--- src/rtl/inst_enc_pkg.sv ---
// Shared types and RV32 encoding constants for the instruction stream encoder.
package inst_enc_pkg;

  // Descriptor opcode; codes 9..15 are illegal.
  typedef enum logic [3:0] {
    OpAdd  = 4'd0,
    OpSub  = 4'd1,
    OpMul  = 4'd2,
    OpAnd  = 4'd3,
    OpOr   = 4'd4,
    OpAddi = 4'd5,
    OpLw   = 4'd6,
    OpSw   = 4'd7,
    OpBeq  = 4'd8
  } op_e;

  localparam logic [6:0] OP_R      = 7'b0110011;
  localparam logic [6:0] OP_IMM    = 7'b0010011;
  localparam logic [6:0] OP_LOAD   = 7'b0000011;
  localparam logic [6:0] OP_STORE  = 7'b0100011;
  localparam logic [6:0] OP_BRANCH = 7'b1100011;

  localparam logic [2:0] F3_ADD  = 3'b000;
  localparam logic [2:0] F3_AND  = 3'b111;
  localparam logic [2:0] F3_OR   = 3'b110;
  localparam logic [2:0] F3_ADDI = 3'b000;
  localparam logic [2:0] F3_LW   = 3'b010;
  localparam logic [2:0] F3_SW   = 3'b010;
  localparam logic [2:0] F3_BEQ  = 3'b000;

  localparam logic [6:0] F7_BASE = 7'b0000000;
  localparam logic [6:0] F7_SUB  = 7'b0100000;
  localparam logic [6:0] F7_MUL  = 7'b0000001;

  localparam logic [31:0] NOP_WORD = 32'h0000_0013;

  typedef enum logic [1:0] {
    StIdle,
    StLoad,
    StDrain,
    StDone
  } state_e;

endpackage

--- src/rtl/inst_word_encoder.sv ---
// Combinational descriptor-to-RV32 encoder; illegal descriptors become a NOP.
module inst_word_encoder
  import inst_enc_pkg::*;
(
  input  logic [3:0]  op,
  input  logic [4:0]  rd,
  input  logic [4:0]  rs1,
  input  logic [4:0]  rs2,
  input  logic [12:0] imm,
  output logic [31:0] word,
  output logic        illegal
);

  // I/S immediates are 12 bits; the 13-bit input must sign-extend from bit 11.
  logic imm12_fits;
  assign imm12_fits = (imm[12] == imm[11]);

  always_comb begin
    word    = NOP_WORD;
    illegal = 1'b0;
    case (op_e'(op))
      OpAdd: word = {F7_BASE, rs2, rs1, F3_ADD, rd, OP_R};
      OpSub: word = {F7_SUB, rs2, rs1, F3_ADD, rd, OP_R};
      OpMul: word = {F7_MUL, rs2, rs1, F3_ADD, rd, OP_R};
      OpAnd: word = {F7_BASE, rs2, rs1, F3_AND, rd, OP_R};
      OpOr:  word = {F7_BASE, rs2, rs1, F3_OR, rd, OP_R};
      OpAddi: begin
        if (imm12_fits) word = {imm[11:0], rs1, F3_ADDI, rd, OP_IMM};
        else            illegal = 1'b1;
      end
      OpLw: begin
        if (imm12_fits) word = {imm[11:0], rs1, F3_LW, rd, OP_LOAD};
        else            illegal = 1'b1;
      end
      OpSw: begin
        if (imm12_fits) word = {imm[11:5], rs2, rs1, F3_SW, imm[4:0], OP_STORE};
        else            illegal = 1'b1;
      end
      OpBeq: begin
        if (!imm[0]) word = {imm[12], imm[10:5], rs2, rs1, F3_BEQ, imm[4:1], imm[11], OP_BRANCH};
        else         illegal = 1'b1;
      end
      default: illegal = 1'b1;
    endcase
  end

endmodule

--- src/rtl/inst_stream_encoder.sv ---
// Session-based loader: accepts instruction descriptors, encodes them and writes
// them sequentially into instruction memory through a one-entry output register.
module inst_stream_encoder
  import inst_enc_pkg::*;
#(
  parameter logic [31:0] BASE_ADDR = 32'h0,
  parameter int unsigned DEPTH     = 256,
  parameter int unsigned CNT_W     = $clog2(DEPTH + 1)
) (
  input  logic             clk_i,
  input  logic             rst_i,
  input  logic             start_i,
  input  logic             in_valid_i,
  output logic             in_ready_o,
  input  logic [3:0]       in_op_i,
  input  logic [4:0]       in_rd_i,
  input  logic [4:0]       in_rs1_i,
  input  logic [4:0]       in_rs2_i,
  input  logic [12:0]      in_imm_i,
  input  logic             in_last_i,
  output logic             mem_valid_o,
  input  logic             mem_ready_i,
  output logic [31:0]      mem_addr_o,
  output logic [31:0]      mem_data_o,
  output logic [CNT_W-1:0] count_o,
  output logic             busy_o,
  output logic             done_o,
  output logic             err_o
);

  localparam logic [CNT_W-1:0] DepthCnt = CNT_W'(DEPTH);
  localparam logic [CNT_W-1:0] LastCnt  = CNT_W'(DEPTH - 1);

  state_e           state_q, state_d;
  logic [CNT_W-1:0] count_q, count_d;
  logic             err_q, err_d;
  logic             mem_valid_q, mem_valid_d;
  logic [31:0]      mem_addr_q, mem_addr_d;
  logic [31:0]      mem_data_q, mem_data_d;

  logic [31:0] enc_word;
  logic        enc_illegal;
  logic        slot_free;
  logic        accept;
  logic        last_slot;
  logic        session_end;
  logic        start_ok;

  inst_word_encoder u_word_encoder (
    .op      (in_op_i),
    .rd      (in_rd_i),
    .rs1     (in_rs1_i),
    .rs2     (in_rs2_i),
    .imm     (in_imm_i),
    .word    (enc_word),
    .illegal (enc_illegal)
  );

  // The output register can take a new word if empty or being written out now.
  assign slot_free   = !mem_valid_q || mem_ready_i;
  assign in_ready_o  = (state_q == StLoad) && (count_q < DepthCnt) && slot_free;
  assign accept      = in_valid_i && in_ready_o;
  assign last_slot   = (count_q == LastCnt);
  assign session_end = accept && (in_last_i || last_slot);
  assign start_ok    = (state_q == StIdle) && start_i;

  always_ff @(posedge clk_i or negedge rst_i) begin
    if (!rst_i) begin
      state_q <= StIdle;
    end else begin
      state_q <= state_d;
    end
  end

  always_comb begin
    state_d = state_q;
    unique case (state_q)
      StIdle:  if (start_i) state_d = StLoad;
      StLoad:  if (session_end) state_d = StDrain;
      StDrain: if (!mem_valid_q) state_d = StDone;
      StDone:  state_d = StIdle;
      default: state_d = StIdle;
    endcase
  end

  always_comb begin
    busy_o = (state_q == StLoad) || (state_q == StDrain);
    done_o = (state_q == StDone);
  end

  always_comb begin
    count_d = count_q;
    err_d   = err_q;
    if (start_ok) begin
      count_d = '0;
      err_d   = 1'b0;
    end
    if (accept) begin
      count_d = count_q + CNT_W'(1);
      // Filling the last slot without in_last_i is an overflow.
      if (enc_illegal || (last_slot && !in_last_i)) err_d = 1'b1;
    end
  end

  always_comb begin
    mem_valid_d = mem_valid_q;
    mem_addr_d  = mem_addr_q;
    mem_data_d  = mem_data_q;
    if (mem_valid_q && mem_ready_i) mem_valid_d = 1'b0;
    if (accept) begin
      mem_valid_d = 1'b1;
      mem_addr_d  = BASE_ADDR + (32'(count_q) << 2);
      mem_data_d  = enc_word;
    end
  end

  always_ff @(posedge clk_i or negedge rst_i) begin
    if (!rst_i) begin
      count_q     <= '0;
      err_q       <= 1'b0;
      mem_valid_q <= 1'b0;
      mem_addr_q  <= '0;
      mem_data_q  <= '0;
    end else begin
      count_q     <= count_d;
      err_q       <= err_d;
      mem_valid_q <= mem_valid_d;
      mem_addr_q  <= mem_addr_d;
      mem_data_q  <= mem_data_d;
    end
  end

  assign mem_valid_o = mem_valid_q;
  assign mem_addr_o  = mem_addr_q;
  assign mem_data_o  = mem_data_q;
  assign count_o     = count_q;
  assign err_o       = err_q;

endmodule

--- config.mk ---
export PLATFORM = sky130hd
export DESIGN_NAME = inst_stream_encoder
export DESIGN_NICKNAME = d
export VERILOG_FILES = /design/src/rtl/inst_enc_pkg.sv /design/src/rtl/inst_word_encoder.sv /design/src/rtl/inst_stream_encoder.sv
export SDC_FILE = /design/constraint.sdc
export NUM_CORES = 1
export LEC_CHECK = 0
export ABC_AREA = 1
export ABC_CLOCK_PERIOD_IN_PS = 2300
export BUFFER_PORTS_ARGS = -buffer_cell sky130_fd_sc_hd__buf_2
export CAP_MARGIN = 15
export CORE_MARGIN = 8
export CORE_UTILIZATION = 48
export DETAILED_ROUTE_END_ITERATION = 8
export PLACE_DENSITY = 0.87
export SLEW_MARGIN = 25
export SYNTH_ARGS = -nofsm -noshare
export SYNTH_HDL_FRONTEND = slang
export SYNTH_SLANG_ARGS = --single-unit
--- constraint.sdc ---
create_clock -name clk_i -period 2.3 [get_ports clk_i]
set_input_delay 0.115 -clock clk_i [delete_from_list [all_inputs] [get_ports clk_i]]
set_output_delay 0.115 -clock clk_i [all_outputs]
set_load 0.02 [all_outputs]
==> impl_results.md <==
- CP max stage delay: about 440 ps
- Cell row count: 28
- Hold path depth: 3
- Top Family by Delay on Critical Path: simple AND/OR/NAND/NOR gates
- Drt drc: 0
- Gpl congestion: 0.882
- Synth Warn #: 0
- Post-synth EDFFs: 0
- Crit-path cells: ha_1, nand2_1, inv_1, nand3_1, nor4_1, ha_1, nor2_1, o21bai_2, nand3_1, nand2_1, nand2_1
- CTS resizes: 0
- Post-synthesis register bit count: 51
- WL per Instance: ~14 µm
- Clk root buf: clkbuf_8
- Top cells by count, synth: nand2_1 (111), dfrtp_1 (51), inv_1 (31), nand3_1 (31), buf_4 (26)
- Most used DFF post-synth: dfrtp_1
- CTS tree: yes
- IO Pins: ~120
- Number of hold violations in the final report: 0
- WS Path Type: register to register
- Max-Cap Viols: 0
- Clock Latency Late Sink: 310 ps
- Status: completed
- WP data arrival: roughly 2100 ps
- Final HPWL from detailed placement: 5.90 mm
- Drt initial violations: about 210
- Routed WL: around 7.5 mm
- Area delta synth->final: 19.9%
- Max Buffers Root-to-Sink: 2
- Switching share of power: 44.2%
- P_int: 0.00186 W
- Core area: roughly 5800 µm²
- Number of diodes: 0
- Grt met3 use: under 10%
- Minimum clock period: approximately 1900 ps
- Met2 Usage GRT: 28.2%
- VDD IR max: 714 µV
- Logic pwr share: 45.1%
- CP required: between 2000 and 3000 ps
- Crit path capture type: register
- Initial DRT Pass Iterations: 4
- Fin util: 58.5%
- Largest net degree at the start of global routing: 33
- Startpoint Class: register
- Chip Width: 92.9 µm
- Most frequent CP cell: nand2_1
- PD cells: 979 nW/µm²
- Via count: about 2600
- GR Util All Layers: between 15 and 20%
- Clock Skew: 14.6 ps
- Mean post-synth cell area: a little under 8 µm²
- CTS HTree Levels: 2
- Share of flip-flops with an asynchronous set or reset: 100%
- Setup violators final: 0
- Post-synth cell types: 32
- Slew @ Worst Pin: 509 ps
- Count leader, synth: nand2_1
- GRT met1 Usage: 21.8%
- P_leak: 1.96 nW
- Die Ht: 92.9 µm
- Achievable Freq: 0.522 GHz
- Final net count: approximately 500
- HP Start: in_rs2_i[1]
- # Post-CTS Setup Buffers: 0
- Final ANT Viol Nets: 0
- Hold endpoint: mem_data_o[21]$_DFFE_PN0P_
- Clk pin slew, worst setup/hold paths: about 100 ps
- Critical path buffer and inverter count: 1
- Critical R2R Launch: count_o[0]$_DFFE_PN0P_
- Initial Util: 48.8%
- Clock power frac: between 15 and 20%
- Hold Crit Class: input port to register
- Via density: 4.93
- Cell Area, Synth: 2840 µm²
- Port bufs: 90
- Clock sink count: 51
- Sequential cell area fraction in the yosys report: 45.0%
- Vias in the first global route: between 2000 and 3000
- Area leader, netlist: dfrtp_1
- Yosys top cell area share: 45.0%
- P_sw: 0.00147 W
- CTS Buf Count: 5
- Post-Syn Instances: 357
- GRT busiest layer: met2
- Antenna violations before repair: 0
- Setup Total Neg Slack: 0 ps
- Share of cells above drive strength 1: about a quarter
- Slowest CP cell: dfrtp_1
- Die area: 8630 µm²
- Fin crit share: 83.2%
- Crit path max fanout: 6
- RSZ-0062 raised after global routing: no
- RR Endpoint: state_q[1]$_DFFE_PN0P_
- First-pass GRT wire length: 12.3 mm
- Total global routing overflow: 0
- Synth top area cells: dfrtp_1 (45%), nand2_1 (15%), buf_4 (6.9%)
- FF-to-FF path depth: 11
- Rel. slew slack: 66.0%
- Sequential share of power: 39.2%
- Reg2reg setup slack: 390 ps
- Fin. max-slew vios: 0
[worst max-delay path by stage]
stage	end	slack [ps]	startpoint	depth (start not counted)
after global placement	state_q[1]$_DFFE_PN0P_	560	count_o[0]$_DFFE_PN0P_	11
final	state_q[1]$_DFFE_PN0P_	390	count_o[0]$_DFFE_PN0P_	11
after global routing	mem_data_o[22]$_DFFE_PN0P_	210	state_q[1]$_DFFE_PN0P_	8
after detailed placement	state_q[1]$_DFFE_PN0P_	440	count_o[0]$_DFFE_PN0P_	11
after CTS	state_q[1]$_DFFE_PN0P_	410	count_o[0]$_DFFE_PN0P_	11
after floorplan	state_q[1]$_DFFE_PN0P_	500	count_o[0]$_DFFE_PN0P_	11
[cells in the final DEF, fill, tap and decap left out, types with 8 or more instances in the layout]
| master | n |
|---|---|
| buf_2 | 90 |
| conb_1 | 25 |
| dfrtp_1 | 51 |
| ha_1 | 8 |
| inv_1 | 31 |
| nand2_1 | 111 |
| nand3_1 | 31 |
| nand4_1 | 9 |
| nor2_1 | 20 |
| o21ai_0 | 20 |
[what timing repair did]
| item | 4_1_cts | 5_1_grt |
|---|---|---|
| hold buffers | 4 | 0 |
| setup endpoints to repair | 0 | 0 |
| hold endpoints to repair | 22 | 0 |
[power groups by stage]
stage          clock network (W)  logic [W]  registers, W
6_report                0.000523    0.00150       0.00131
3_5_place_dp                   0    0.00151       0.00132
4_1_cts                 0.000538    0.00152       0.00131
5_1_grt                 0.000582    0.00166       0.00134
3_3_place_gp                   0    0.00147       0.00131
2_1_floorplan                  0   0.000719       0.00161
[metrics by stage]
step                      setup slack [ps]  instances  power [W]  area, µm²  hold WS (ps)
after floorplan                        498        381    0.00233       2930          -181
final                                  386        529    0.00333       3400          8.44
after CTS                              410        529    0.00336       3400          1.57
after global routing                   212        529    0.00358       3400          17.7
after global placement                 562        517    0.00278       3270          92.6
after detailed placement               439        517    0.00283       3270          93.4
[state kept, by name (all words and copies together) (netlist names)]
signal and cells:
mem_data_o 29, count_o 9, mem_addr_o 9, state_q 2
err_o 1, mem_valid_o 1
[layer usage]
metal,wire [µm],vias to the layer above
met2,3520,99
met3,653,11
met5,0,-
met4,132,0
met1,3200,1212
li1,-,1284
[tightest hold or removal path, cell delays in order]
cell	delay, ps
buf_2	80
nand2_1	50
nand2_1	40
[cell type report]
type	instances	area, µm²
clock buffer	6	72.6
clock inverter	2	16.3
fill	556	2410
inverter	34	128
multi-input combinational	261	1280
sequential	51	1280
tap	75	93.8
timing repair buffer	100	536
[cell families after synthesis]
group                    count (synthesis)  share of synthesized area, %
AND/OR/NAND/NOR                        188                          29.8
buffers and inverters                   69                          13.1
AO/OA/AOI/OAI                           40                          8.46
adder cells (fa/ha/maj)                  8                          3.53
other                                    1                         0.132
flip-flops                              51                          45.0
Power figures use the tool's default switching activity.
